==> config.mk <==
export PLATFORM = sky130hd
export DESIGN_NAME = uart_tx_mmio_flat
export DESIGN_NICKNAME = d
export VERILOG_FILES = /design/src/rtl/uart_pkg.sv /design/src/rtl/uart_tx_mmio_if.sv /design/src/rtl/uart_tx_mmio_fifo.sv /design/src/rtl/uart_tx_mmio.sv /design/src/flat_wrapper.sv
export SDC_FILE = /design/constraint.sdc
export NUM_CORES = 1
export LEC_CHECK = 0
export CAP_MARGIN = 30
export CORE_MARGIN = 10
export CORE_UTILIZATION = 24
export DETAILED_ROUTE_END_ITERATION = 10
export SLEW_MARGIN = 10
export SYNTH_ARGS = -nofsm -noshare
export SYNTH_HDL_FRONTEND = slang
export SYNTH_SLANG_ARGS = --single-unit
==> constraint.sdc <==
create_clock -name CLK -period 4.1 [get_ports CLK]
set_clock_uncertainty 0.2 [all_clocks]
set_input_delay 1.025 -clock CLK [delete_from_list [all_inputs] [get_ports CLK]]
set_output_delay 1.025 -clock CLK [all_outputs]
set_load 0.01 [all_outputs]
==> src/rtl/uart_pkg.sv <==
// rtl/uart_pkg.sv - shared types and register map for the memory-mapped UART transmitter
package uart_pkg;

  typedef enum logic [2:0] {
    ST_IDLE,
    ST_START,
    ST_DATA,
    ST_PARITY,
    ST_STOP
  } tx_state_t;

  // Register offsets relative to BASE_WADDR
  localparam logic [9:0] REG_TXDATA  = 10'd0;
  localparam logic [9:0] REG_STATUS  = 10'd1;
  localparam logic [9:0] REG_BAUDDIV = 10'd2;

  localparam int STAT_BUSY    = 0;
  localparam int STAT_FULL    = 1;
  localparam int STAT_EMPTY   = 2;
  localparam int STAT_OVF     = 3;
  localparam int STAT_CNT_LSB = 4;

endpackage

==> src/rtl/uart_tx_mmio_if.sv <==
// rtl/uart_tx_mmio_if.sv - core data-port bundle (address, store/load strobes, select, read data)
interface uart_tx_mmio_if;
  logic [9:0]  daddr;
  logic [31:0] ddata_w;
  logic        d_w;
  logic        d_r;
  logic        sel;
  logic [31:0] rdata;

  modport master (output daddr, ddata_w, d_w, d_r, input sel, rdata);
  modport slave  (input daddr, ddata_w, d_w, d_r, output sel, rdata);
endinterface

==> src/rtl/uart_tx_mmio_fifo.sv <==
// rtl/uart_tx_mmio_fifo.sv - sync_fifo: single-clock FIFO; a pop on the same edge lets a push into a full FIFO
module sync_fifo #(
  parameter int WIDTH = 8,
  parameter int DEPTH = 8
) (
  input  logic                   clk,
  input  logic                   rst_n,
  input  logic                   push,
  input  logic                   pop,
  input  logic [WIDTH-1:0]       wdata,
  output logic [WIDTH-1:0]       rdata,
  output logic                   full,
  output logic                   empty,
  output logic [$clog2(DEPTH):0] count
);

  localparam int PW = $clog2(DEPTH);
  localparam int CW = PW + 1;

  logic [WIDTH-1:0] mem_q [DEPTH];
  logic [PW-1:0]    wr_ptr_q, wr_ptr_d, rd_ptr_q, rd_ptr_d;
  logic [CW-1:0]    count_q, count_d;
  logic             do_push, do_pop;

  assign empty = (count_q == '0);
  assign full  = (count_q == CW'(DEPTH));
  assign count = count_q;
  assign rdata = mem_q[rd_ptr_q];

  always_comb begin
    do_pop   = pop && !empty;
    do_push  = push && (!full || do_pop);
    wr_ptr_d = do_push ? wr_ptr_q + PW'(1) : wr_ptr_q;
    rd_ptr_d = do_pop  ? rd_ptr_q + PW'(1) : rd_ptr_q;
    count_d  = count_q;
    case ({do_push, do_pop})
      2'b10:   count_d = count_q + CW'(1);
      2'b01:   count_d = count_q - CW'(1);
      default: count_d = count_q;
    endcase
  end

  always_ff @(posedge clk or negedge rst_n) begin
    if (!rst_n) begin
      wr_ptr_q <= '0;
      rd_ptr_q <= '0;
      count_q  <= '0;
    end else begin
      wr_ptr_q <= wr_ptr_d;
      rd_ptr_q <= rd_ptr_d;
      count_q  <= count_d;
    end
  end

  // Storage needs no reset; the pointers define which entries are valid
  always_ff @(posedge clk) begin
    if (do_push) mem_q[wr_ptr_q] <= wdata;
  end

endmodule

==> src/rtl/uart_tx_mmio.sv <==
// rtl/uart_tx_mmio.sv - MMIO UART transmitter: TXDATA/STATUS/BAUDDIV, TX FIFO, 8N1 serialiser
// Define UART_TX_PARITY_EN to append an even-parity bit (8E1 frames).
module uart_tx_mmio
  import uart_pkg::*;
#(
  parameter logic [9:0]  BASE_WADDR = 10'h3F0,
  parameter int          FIFO_DEPTH = 8,
  parameter logic [15:0] DIV_RESET  = 16'd434
) (
  input  logic          CLK,
  input  logic          RSTn,
  uart_tx_mmio_if.slave bus,
  output logic          tx
);

  localparam int CW = $clog2(FIFO_DEPTH) + 1;

  logic [9:0]    offset;
  logic          sel, wr;
  logic [31:0]   status, rdata;

  logic          fifo_push, fifo_pop, fifo_full, fifo_empty;
  logic [7:0]    fifo_rdata;
  logic [CW-1:0] fifo_count;

  tx_state_t     state_q, state_d;
  logic [15:0]   baud_q, baud_d;
  logic [15:0]   cnt_q, cnt_d;
  logic [2:0]    bit_q, bit_d;
  logic [7:0]    shift_q, shift_d;
  logic          tx_q, tx_d;
  logic          ovf_q, ovf_d;
  logic          bit_done;
`ifdef UART_TX_PARITY_EN
  logic          par_q, par_d;
`endif

  // Wrapping subtraction makes the range check a single compare
  assign offset    = bus.daddr - BASE_WADDR;
  assign sel       = (offset < 10'd3);
  assign wr        = sel && bus.d_w;
  assign fifo_push = wr && (offset == REG_TXDATA);
  assign bus.sel   = sel;
  assign bus.rdata = rdata;
  assign tx        = tx_q;
  assign bit_done  = (cnt_q == 16'd0);

  always_comb begin
    status                        = '0;
    status[STAT_BUSY]             = (state_q != ST_IDLE);
    status[STAT_FULL]             = fifo_full;
    status[STAT_EMPTY]            = fifo_empty;
    status[STAT_OVF]              = ovf_q;
    status[STAT_CNT_LSB +: 4]     = 4'(fifo_count);
  end

  always_comb begin
    rdata = '0;
    if (sel && bus.d_r) begin
      case (offset)
        REG_STATUS:  rdata = status;
        REG_BAUDDIV: rdata = {16'd0, baud_q};
        default:     rdata = '0;
      endcase
    end
  end

  always_comb begin
    baud_d = baud_q;
    ovf_d  = ovf_q;
    if (wr && offset == REG_BAUDDIV)
      baud_d = (bus.ddata_w[15:0] == 16'd0) ? 16'd1 : bus.ddata_w[15:0];
    if (fifo_push && fifo_full && !fifo_pop)
      ovf_d = 1'b1;
    if (wr && offset == REG_STATUS)
      ovf_d = 1'b0;
  end

  always_comb begin
    state_d  = state_q;
    cnt_d    = cnt_q;
    bit_d    = bit_q;
    shift_d  = shift_q;
    tx_d     = tx_q;
    fifo_pop = 1'b0;
`ifdef UART_TX_PARITY_EN
    par_d    = par_q;
`endif
    case (state_q)
      ST_IDLE: begin
        tx_d = 1'b1;
        if (!fifo_empty) begin
          fifo_pop = 1'b1;
          shift_d  = fifo_rdata;
`ifdef UART_TX_PARITY_EN
          par_d    = ^fifo_rdata;
`endif
          tx_d     = 1'b0;
          cnt_d    = baud_q - 16'd1;
          state_d  = ST_START;
        end
      end
      ST_START: begin
        if (bit_done) begin
          tx_d    = shift_q[0];
          shift_d = shift_q >> 1;
          bit_d   = 3'd0;
          cnt_d   = baud_q - 16'd1;
          state_d = ST_DATA;
        end else begin
          cnt_d = cnt_q - 16'd1;
        end
      end
      ST_DATA: begin
        if (bit_done) begin
          cnt_d = baud_q - 16'd1;
          if (bit_q == 3'd7) begin
`ifdef UART_TX_PARITY_EN
            tx_d    = par_q;
            state_d = ST_PARITY;
`else
            tx_d    = 1'b1;
            state_d = ST_STOP;
`endif
          end else begin
            tx_d    = shift_q[0];
            shift_d = shift_q >> 1;
            bit_d   = bit_q + 3'd1;
          end
        end else begin
          cnt_d = cnt_q - 16'd1;
        end
      end
`ifdef UART_TX_PARITY_EN
      ST_PARITY: begin
        if (bit_done) begin
          tx_d    = 1'b1;
          cnt_d   = baud_q - 16'd1;
          state_d = ST_STOP;
        end else begin
          cnt_d = cnt_q - 16'd1;
        end
      end
`endif
      ST_STOP: begin
        if (bit_done) begin
          // Back-to-back frames: next start bit follows the stop bit with no idle gap
          if (!fifo_empty) begin
            fifo_pop = 1'b1;
            shift_d  = fifo_rdata;
`ifdef UART_TX_PARITY_EN
            par_d    = ^fifo_rdata;
`endif
            tx_d     = 1'b0;
            cnt_d    = baud_q - 16'd1;
            state_d  = ST_START;
          end else begin
            tx_d    = 1'b1;
            state_d = ST_IDLE;
          end
        end else begin
          cnt_d = cnt_q - 16'd1;
        end
      end
      default: begin
        tx_d    = 1'b1;
        state_d = ST_IDLE;
      end
    endcase
  end

  always_ff @(posedge CLK or negedge RSTn) begin
    if (!RSTn) begin
      state_q <= ST_IDLE;
      baud_q  <= DIV_RESET;
      cnt_q   <= '0;
      bit_q   <= '0;
      shift_q <= '0;
      tx_q    <= 1'b1;
      ovf_q   <= 1'b0;
`ifdef UART_TX_PARITY_EN
      par_q   <= 1'b0;
`endif
    end else begin
      state_q <= state_d;
      baud_q  <= baud_d;
      cnt_q   <= cnt_d;
      bit_q   <= bit_d;
      shift_q <= shift_d;
      tx_q    <= tx_d;
      ovf_q   <= ovf_d;
`ifdef UART_TX_PARITY_EN
      par_q   <= par_d;
`endif
    end
  end

  sync_fifo #(
    .WIDTH (8),
    .DEPTH (FIFO_DEPTH)
  ) u_fifo (
    .clk   (CLK),
    .rst_n (RSTn),
    .push  (fifo_push),
    .pop   (fifo_pop),
    .wdata (bus.ddata_w[7:0]),
    .rdata (fifo_rdata),
    .full  (fifo_full),
    .empty (fifo_empty),
    .count (fifo_count)
  );

endmodule

==> src/flat_wrapper.sv <==
// flat-port wrapper written by rule: the top's interface ports become plain ports
module uart_tx_mmio_flat import uart_pkg::*;
#(
  parameter logic [9:0]  BASE_WADDR = 10'h3F0,
  parameter int          FIFO_DEPTH = 8,
  parameter logic [15:0] DIV_RESET  = 16'd434
)
  (CLK, RSTn, tx, bus_daddr, bus_ddata_w, bus_d_w, bus_d_r, bus_sel, bus_rdata);
  uart_tx_mmio_if bus_i ();
  input  logic CLK;
  input  logic RSTn;
  output logic tx;
  input wire logic [$bits(bus_i.daddr)-1:0] bus_daddr;
  input wire logic [$bits(bus_i.ddata_w)-1:0] bus_ddata_w;
  input wire logic [$bits(bus_i.d_w)-1:0] bus_d_w;
  input wire logic [$bits(bus_i.d_r)-1:0] bus_d_r;
  output wire logic [$bits(bus_i.sel)-1:0] bus_sel;
  output wire logic [$bits(bus_i.rdata)-1:0] bus_rdata;
  assign bus_i.daddr = bus_daddr;
  assign bus_i.ddata_w = bus_ddata_w;
  assign bus_i.d_w = bus_d_w;
  assign bus_i.d_r = bus_d_r;
  assign bus_sel = bus_i.sel;
  assign bus_rdata = bus_i.rdata;
  uart_tx_mmio #(.BASE_WADDR(BASE_WADDR), .FIFO_DEPTH(FIFO_DEPTH), .DIV_RESET(DIV_RESET)) u_core (.CLK(CLK), .RSTn(RSTn), .bus(bus_i), .tx(tx));
endmodule
==> results of run 1 <==
==> final cells by class <==
type	instances	area, sq um	area share
clock buffer	18	429.2	0.05382
clock inverter	14	145.1	0.01820
inverter	18	67.56	0.008473
multi-input combinational	387	2830	0.3549
sequential	122	3381	0.4240
tap	341	426.7	0.05351
timing repair buffer	78	694.4	0.08709
==> placed cells by master, fill, tap and decap left out, types with 9 or more instances in the layout <==
cell type        Yosys  routed
clkdlybuf4s50_1      0      30
mux2_2              24      24
a21oi_1             25      25
edfxtp_1            64      64
nand2_1             37      36
conb_1               1      16
or3_1               10      10
nor3_1              22      21
buf_4               17      30
dfrtp_1             52      52
and2_1              10      10
inv_1               17      17
clkbuf_16            0      17
nor2_1              36      36
nor4_1              12      12
o21ai_0             25      25
xnor2_1             16      16
dlygate4sd2_1        0      15
mux2i_1              9       9
mux4_2              16      16
==> repair_timing <==
action | 4_1_cts | 5_1_grt
hold buffers | 0 | 0
setup endpoints to repair | 17 | 1
pin swaps | 0 | 0
resized for setup | 19 | 1
==> power by group <==
group / total, W / leakage [nW] / switching, W / internal (W)
Sequential: 0.00169 / 1.30 / 0.000240 / 0.00145
Combinational: 0.00125 / 1.49 / 0.000639 / 0.000610
Clock: 0.00146 / 0.277 / 0.000568 / 0.000896
Total: 0.00440 / 3.07 / 0.00145 / 0.00296
==> critical path, delay by kind of cell <==
kind                   cells  cell delay [ns]
buffers and inverters      2             0.96
and+or+nand+nor            4             0.78
==> registers in the layout, summed over array words and instances, names as in the netlist <==
register / count
u_core.ovf_q: 1
u_core.tx: 1
u_core.shift_q: 8
u_core.state_q: 3
u_core.u_fifo.rd_ptr_q: 3
u_core.baud_q: 16
u_core.u_fifo.count: 4
u_core.u_fifo.wr_ptr_q: 3
u_core.cnt_q: 16
u_core.u_fifo.mem_q: 64
u_core.bit_q: 3
==> metal layers <==
layer | wire [microns] | part of all wire
met1 | 7047 | 0.44
met2 | 7708 | 0.48
met3 | 864 | 0.054
met4 | 274 | 0.017
met5 | 0 | 0
==> cell families (layout without fill, tap and decap cells) <==
kind of cell,Yosys count,count (layout)
and+or+nand+nor,167,167
AOI/OAI and AO/OA,122,122
DFF,122,122
buffers and inverters,65,128
muxes,50,50
xor gates and xnor gates,23,23
adders and majority gates,9,9
other,1,16
==> path summary, 6_finish.rpt <==
kind,to,from,slack (ns),cells past startpoint
max,bus_rdata[3],bus_daddr[3],0.11,6
min,u_core.cnt_q[8],RSTn,0.24,1
max reg2reg,u_core.u_fifo.count[3],u_core.cnt_q[0],0.52,12
min reg2reg,u_core.tx,u_core.shift_q[0],0.29,2
max in group asynchronous,u_core.tx,RSTn,2.90,2
min in group CLK,u_core.tx,u_core.shift_q[0],0.29,2
==> stage by stage <==
stage | worst slack (ns) | instances | cell area [sq um]
floorplan | 0.1398 | 574 | 6529
global placement | -0.2193 | 945 | 7377
detailed placement | -0.2550 | 945 | 7377
CTS | 0.04782 | 977 | 7951
global route | 0.004320 | 978 | 7974
finish | 0.1105 | 978 | 7974
==> impl_metrics.ini, run 1 <==
[setup_path]
slowest_stage = clkdlybuf4s50_1
worst-setup-path-type = primary input to primary output
crit_top_cell = clkdlybuf4s50_1
timing.critical_path.cells = clkdlybuf4s50_1 > or2_2 > nor3_4 > nand2_2 > nor2_1 > clkdlybuf4s50_1
worstPathArrival_ns = 2.76
cp.required_ns = 2.87
start_kind = primary input
slowest_delay_ns = 0.57
cp_max_fo = 4
cp-end-kind = primary output

[timing]
setup_violations = 0
max_freq_mhz = 250.7
whs_ns = 0.2445
relSlewSlack = 0.4667
finalMaxSlewViolations = 0
finalHoldViolations = 0
period_minus_slack_ns = 3.990
max_slew.worst_pin.slew_ns = 0.7999
setup_tns_ns = 0
rsz0062_at_grt = no
timing.final.crit_share = 0.9731

[clock_tree]
clockRootBuffer = clkbuf_16
cts_max_level = 4
path_clk_slew_ns = 0.06
clock_sinks = 122
cts_tree = yes
cts.path.max_buffers = 2
clk-insertion-delay-late_ns = 0.42
cts.repair_timing.setup_buffer_count = 0
cts_buffers = 17

[floorplan]
die_w_microns = 184.2
die-height_microns = 184.2
ioPinCount = 80
core_sq_um = 26730
start_util = 0.2422
die_area_sq_um = 33940
rows = 60

[drt]
drt-initial-drc-count = 364
wire_per_inst_microns = 16.25
routed_wl_microns = 15890
via_per_inst = 4.731
drc = 0
vias = 4627
drtPass1Iterations = 5
ant_nets = 0

[layout]
utilization = 0.2984
fin_nets = 679
fillers = 2770
drive_gt1_frac = 0.1994
area_growth_pct = 23.20
antenna_cells = 0

[yosys]
synth_top_area_share = 0.2969
synth-async-reset-ratio = 0.4754
syn_inst = 559
ys_seq_elements = 122
yosysSeqAreaShare = 0.5223
synthFlopType = edfxtp_1
yosysTopAreaCell = edfxtp_1
synth_xor_area_frac = 0.03112
synth_compound_area_frac = 0.1282
synthTopCellsByArea = edfxtp_1 (30%), dfrtp_1 (20%), mux4_2 (5.6%), mux2_2 (4.2%), dfstp_2 (2.4%)
yosysWarnings = 0
yosysMostFrequentCell = edfxtp_1
synthMuxAreaShare = 0.1131
netlist_area_sq_um = 6472
synth-adder-area-share = 0.01856
synth_top_family_by_area = simple AND/OR/NAND/NOR gates
avgSynthCellArea_sq_um = 11.58
synth_edf_count = 64
netlist-cell-type-count = 70
synthSimpleGateAreaFrac = 0.1342
synthTopCellsByCount = edfxtp_1 (64), dfrtp_1 (52), nand2_1 (37), nor2_1 (36)

[power]
leakage_nw = 3.072
power_density_nw_per_um2 = 552.0
ir_drop_uv = 216.1
total_power_w = 0.004401

[placement]
io_buffer_count = 47
gp_congestion = 0.8272
hpwl_microns = 11450

[grt]
grtUsageMet1 = 0.1223
use_met2 = 0.1550
busiest_layer = met2
grt_pass1_vias = 4636
grt_overflow_total = 0
grt_pass1_wl_microns = 25850
antenna_found_initial = 0
grt_start_max_net_pins = 41
grt.total_usage = 0.09615
use_met3 = 0.01969

[outcome]
status = finished, final reports clean

[worst_hold_path]
hp-class = primary input to async pin

[job]
cap_violations = 0
Power figures use the tool's default switching activity.
==> inputs of run 2 (changes only) <==
Settings changed: CORE_UTILIZATION 24 to 35.
==> impl_metrics.ini, run 2 (synthesized netlist as in run 1, its figures left out) <==
[timing]
timing.final.crit_share = 0.9588
max_slew.worst_pin.slew_ns = 0.8384
setup_tns_ns = 0
finalMaxSlewViolations = 0
max_freq_mhz = 254.4
setup_ws_ns = 0.1690
period_minus_slack_ns = 3.931
rsz0062_at_grt = no
relSlewSlack = 0.4410
setup_violations = 0
whs_ns = 0.2844
finalHoldViolations = 0

[layout]
drive_gt1_frac = 0.1905
final_cells = 859
fillers = 1661
regMostFlops = u_core.u_fifo.mem_q
layout_common_cells = edfxtp_1 (64), dfrtp_1 (52), nand2_1 (37)
antenna_cells = 0
multiInputGateArea_sq_um = 2816
final_common_cell = edfxtp_1
reg_top3 = u_core.u_fifo.mem_q: 64 flops, u_core.baud_q: 16 flops, u_core.cnt_q: 16 flops
area_growth_pct = 20.05
final-seq-area_sq_um = 3381
fin_nets = 672
largest_register_ff_count = 64

[setup_path]
cp_max_fo = 8
worst-setup-path-type = primary input to primary output
timing.critical_path.cells = clkdlybuf4s50_1 > or2_2 > nor3_1 > buf_4 > nand2_1 > nor2_1 > dlygate4sd2_1
reg2reg_from = u_core.cnt_q[0]
r2r_end = u_core.u_fifo.count[3]
cp-end-kind = primary output
cp.required_ns = 2.87
slowest_stage = clkdlybuf4s50_1
worstPathArrival_ns = 2.71
slowest_delay_ns = 0.39
r2r_setup_slack_ns = 0.49
r2r_cells = 12
start_kind = primary input

[power]
power.switching_w = 0.001477
ir_drop_uv = 317.5
netSwitchingFraction = 0.3323
seqPwrFrac = 0.378
total_power_w = 0.004444
power_density_nw_per_um2 = 572.0
combPwrFrac = 0.284
p_int_w = 0.002967
power_frac_clock = 0.338
leakage_nw = 3.041

[clock_tree]
cts_buffers = 17
cts.path.max_buffers = 2
path_clk_slew_ns = 0.06
clk-insertion-delay-late_ns = 0.42
clockRootBuffer = clkbuf_16
cts.repair_timing.setup_buffer_count = 0
cts-hold-fix-buffers = 0
cts_max_level = 4
clock_sinks = 122
cts_tree = yes

[grt]
grt_pass1_wl_microns = 25760
antenna_found_initial = 0
grt_pass1_vias = 4638
grt_start_max_net_pins = 59
grt.total_usage = 0.1339
grt_overflow_total = 0

[worst_hold_path]
hold_end = u_core.tx
hp-class = flip-flop to flip-flop
hp-start = u_core.shift_q[0]
min_path_cells = 2

[job]
cap_violations = 0

[drt]
ant_nets = 0
drt-initial-drc-count = 351
wire_per_inst_microns = 18.65
drtPass1Iterations = 5
via_per_inst = 5.511
routed_wl_microns = 16020
drc = 0
vias = 4734

[placement]
placedCellCount = 827
gp_congestion = 0.8859
hpwl_microns = 11460
post-place-ws_ns = -0.1782
io_buffer_count = 47

[floorplan]
die_area_sq_um = 24330
start_util = 0.3579
die_w_microns = 156.0
ioPinCount = 80
die-height_microns = 156.0
rows = 49
core_sq_um = 18090

[outcome]
status = finished, final reports clean
## run 2: changes by cell type in the layout (fill, tap and decap cells not counted), sizes merged
cell	delta
buf	-7
clkinv	-2
clkdlybuf4s50	-1
dlygate4sd2	+1
inv	+3
clkinvlp	-1
## run 2: area by class of cell
class | count | share of cell area
clock inverter | 14 | 0.02077
timing repair buffer | 71 | 0.08084
sequential | 122 | 0.4351
inverter | 18 | 0.008696
tap | 229 | 0.03688
multi-input combinational | 387 | 0.3625
clock buffer | 18 | 0.05523
## run 2: metal layers
metal / part of all wire / GRT usage
met2: 0.48 / 0.2181
met4: 0.014 / 0.04362
met1: 0.45 / 0.1714
met5: 0 / 0
met3: 0.054 / 0.03226
## run 2: power groups by stage
stage | clock [W] | combinational [W] | sequential, W
2_1_floorplan | 0 | 0.00107 | 0.00157
3_3_place_gp | 0 | 0.00122 | 0.00169
3_5_place_dp | 0 | 0.00126 | 0.00170
4_1_cts | 0.00153 | 0.00126 | 0.00168
5_1_grt | 0.00159 | 0.00140 | 0.00171
6_report | 0.00150 | 0.00126 | 0.00168
## run 2: critical path: cells and delay by family
family                 cells  cell delay (ns)
AND/OR/NAND/NOR            4             0.83
buffers and inverters      3             0.85
## run 2: worst max path at each step
stage / startpoint / depth (start not counted) / to
after floorplan: bus_daddr[3] / 5 / u_core.u_fifo.mem_q[0][0]
after global placement: bus_daddr[3] / 7 / bus_rdata[14]
after detailed placement: bus_daddr[3] / 7 / bus_rdata[14]
after CTS: bus_daddr[3] / 6 / bus_sel
after global routing: bus_daddr[3] / 7 / bus_rdata[3]
final: bus_daddr[3] / 7 / bus_rdata[3]
## run 2: metrics by stage
| step | instance area, sq um | util |
|---|---|---|
| 2_1_floorplan | 6529 | - |
| 3_3_place_gp | 7192 | 0.3976 |
| 3_5_place_dp | 7192 | 0.3976 |
| 4_1_cts | 7767 | 0.4295 |
| 5_1_grt | 7770 | 0.4296 |
| 6_report | 7770 | 0.4296 |
## run 2: what timing repair did
item | CTS | global route
endpoints found under the setup margin | 16 | 1
gates resized for setup | 18 | 1
hold endpoints to repair | 0 | 0
==> inputs of run 3 (changes only) <==
Settings changed: CORE_UTILIZATION 35 to 56, PLACE_DENSITY set to 0.8.
==> impl_metrics.ini, run 3 (synthesized netlist as in run 1, its figures left out) <==
[setup_path]
cp_max_fo = 8
crit_path_end = bus_rdata[9]
r2r_cells = 12
worst-setup-path-type = primary input to primary output
cp.required_ns = 2.87
worstPathArrival_ns = 2.71
r2r_end = u_core.u_fifo.count[3]
critPathLaunch = bus_daddr[3]
r2r_setup_slack_ns = 0.49
reg2reg_from = u_core.cnt_q[0]
cp-end-kind = primary output
start_kind = primary input

[clock_tree]
path_clk_slew_ns = 0.06
cts_max_level = 4
cts_tree = yes
clock_sinks = 122
cts.path.max_buffers = 2
clockRootBuffer = clkbuf_16
clk-insertion-delay-late_ns = 0.42
cts_buffers = 17

[grt]
grt_start_max_net_pins = 38
grt.total_usage = 0.2028
grt_pass1_vias = 4924
grt_overflow_total = 0
grt_pass1_wl_microns = 26150
antenna_found_initial = 0

[floorplan]
start_util = 0.5693
rows = 39
core_sq_um = 11370
ioPinCount = 80
die_w_microns = 127.5
die-height_microns = 127.5
die_area_sq_um = 16260

[power]
ir_drop_uv = 336.9
total_power_w = 0.004517
leakage_nw = 3.052
power_density_nw_per_um2 = 588.0

[worst_hold_path]
hp-start = u_core.shift_q[0]
hp-class = flip-flop to flip-flop

[drt]
vias = 4848
drc = 0
drt-initial-drc-count = 605
via_per_inst = 6.280
wire_per_inst_microns = 20.82
drtPass1Iterations = 5
ant_nets = 0
routed_wl_microns = 16070

[timing]
relSlewSlack = 0.4760
max_slew.worst_pin.slew_ns = 0.7861
timing.final.crit_share = 0.9598
setup_ws_ns = 0.1648
period_minus_slack_ns = 3.935
rsz0062_at_grt = no
setup_tns_ns = 0
finalMaxSlewViolations = 0
max_freq_mhz = 254.1
finalHoldViolations = 0
setup_violations = 0

[layout]
antenna_cells = 0
utilization = 0.6756
drive_gt1_frac = 0.1908
regMostFlops = u_core.u_fifo.mem_q
layout_common_cells = edfxtp_1 (64), dfrtp_1 (52), nor2_1 (36), nand2_1 (36), clkdlybuf4s50_1 (29)
largest_register_ff_count = 64
final_cells = 772
reg_top3 = u_core.u_fifo.mem_q: 64 flops, u_core.baud_q: 16 flops, u_core.cnt_q: 16 flops
area_growth_pct = 18.67
multiInputGateArea_sq_um = 2815
fillers = 824
final-seq-area_sq_um = 3381
fin_nets = 671
final_common_cell = edfxtp_1

[placement]
gp_congestion = 0.9200
post-place-ws_ns = -0.1541
hpwl_microns = 10810
placedCellCount = 740
io_buffer_count = 47

[job]
cap_violations = 0

[outcome]
status = finished, final reports clean
-- run 3: cell count changes in the layout (fill, tap and decap cells not counted), sizes merged --
| cell | change |
|---|---|
| clkinvlp | +2 |
| buf | -1 |
| clkbuf | -1 |
| inv | -2 |
| dlygate4sd2 | -1 |
| dlymetal6s2s | +1 |
| bufinv | +1 |
-- run 3: worst max-delay path: stages --
cell             delay, ns
clkdlybuf4s50_1       0.39
or2_2                 0.30
nor3_1                0.19
buf_4                 0.16
and3_2                0.24
and2_1                0.13
dlygate4sd2_1         0.29
-- run 3: area by class of cell --
type                    count  share of cell area
flip-flops and latches    122              0.4401
multi-input cells         387              0.3665
repair buffers             70             0.08128
clock buffers              17             0.05538
clock inverters            15             0.02460
well taps                 143             0.02329
inverters                  18            0.008796
-- run 3: report_power, final --
group	switching, W	total, W	internal [W]
registers	0.000241	0.00169	0.00145
logic	0.000662	0.00127	0.000607
clock network	0.000590	0.00156	0.000966
-- run 3: worst min-delay path by stage --
stage,to,cells after the start
2_1_floorplan,u_core.shift_q[7],1
3_3_place_gp,u_core.shift_q[7],1
3_5_place_dp,u_core.ovf_q,1
4_1_cts,u_core.tx,2
5_1_grt,u_core.ovf_q,1
6_report,u_core.tx,2
-- run 3: metrics by stage --
| stage | area, sq um | hold slack, ns |
|---|---|---|
| 2_1_floorplan | 6529 | 0.2580 |
| 3_3_place_gp | 7077 | 0.2681 |
| 3_5_place_dp | 7077 | 0.2833 |
| 4_1_cts | 7676 | 0.3042 |
| 5_1_grt | 7681 | 0.3268 |
| 6_report | 7681 | 0.2986 |
-- run 3: repair_timing --
| action | 4_1_cts | 5_1_grt |
|---|---|---|
| hold buffers | 0 | 0 |
| gates resized for setup | 17 | 2 |
| endpoints found under the setup margin | 17 | 2 |
| hold endpoints to repair | 0 | 0 |
| buffers inserted | 0 | 0 |
-- run 3: routing by layer --
layer | GRT usage | vias up | part of all wire
li1 | - | 2186 | -
met1 | 0.2524 | 2402 | 0.40
met2 | 0.3234 | 224 | 0.49
met3 | 0.05542 | 36 | 0.083
met4 | 0.09176 | 0 | 0.024
met5 | 0 | - | 0
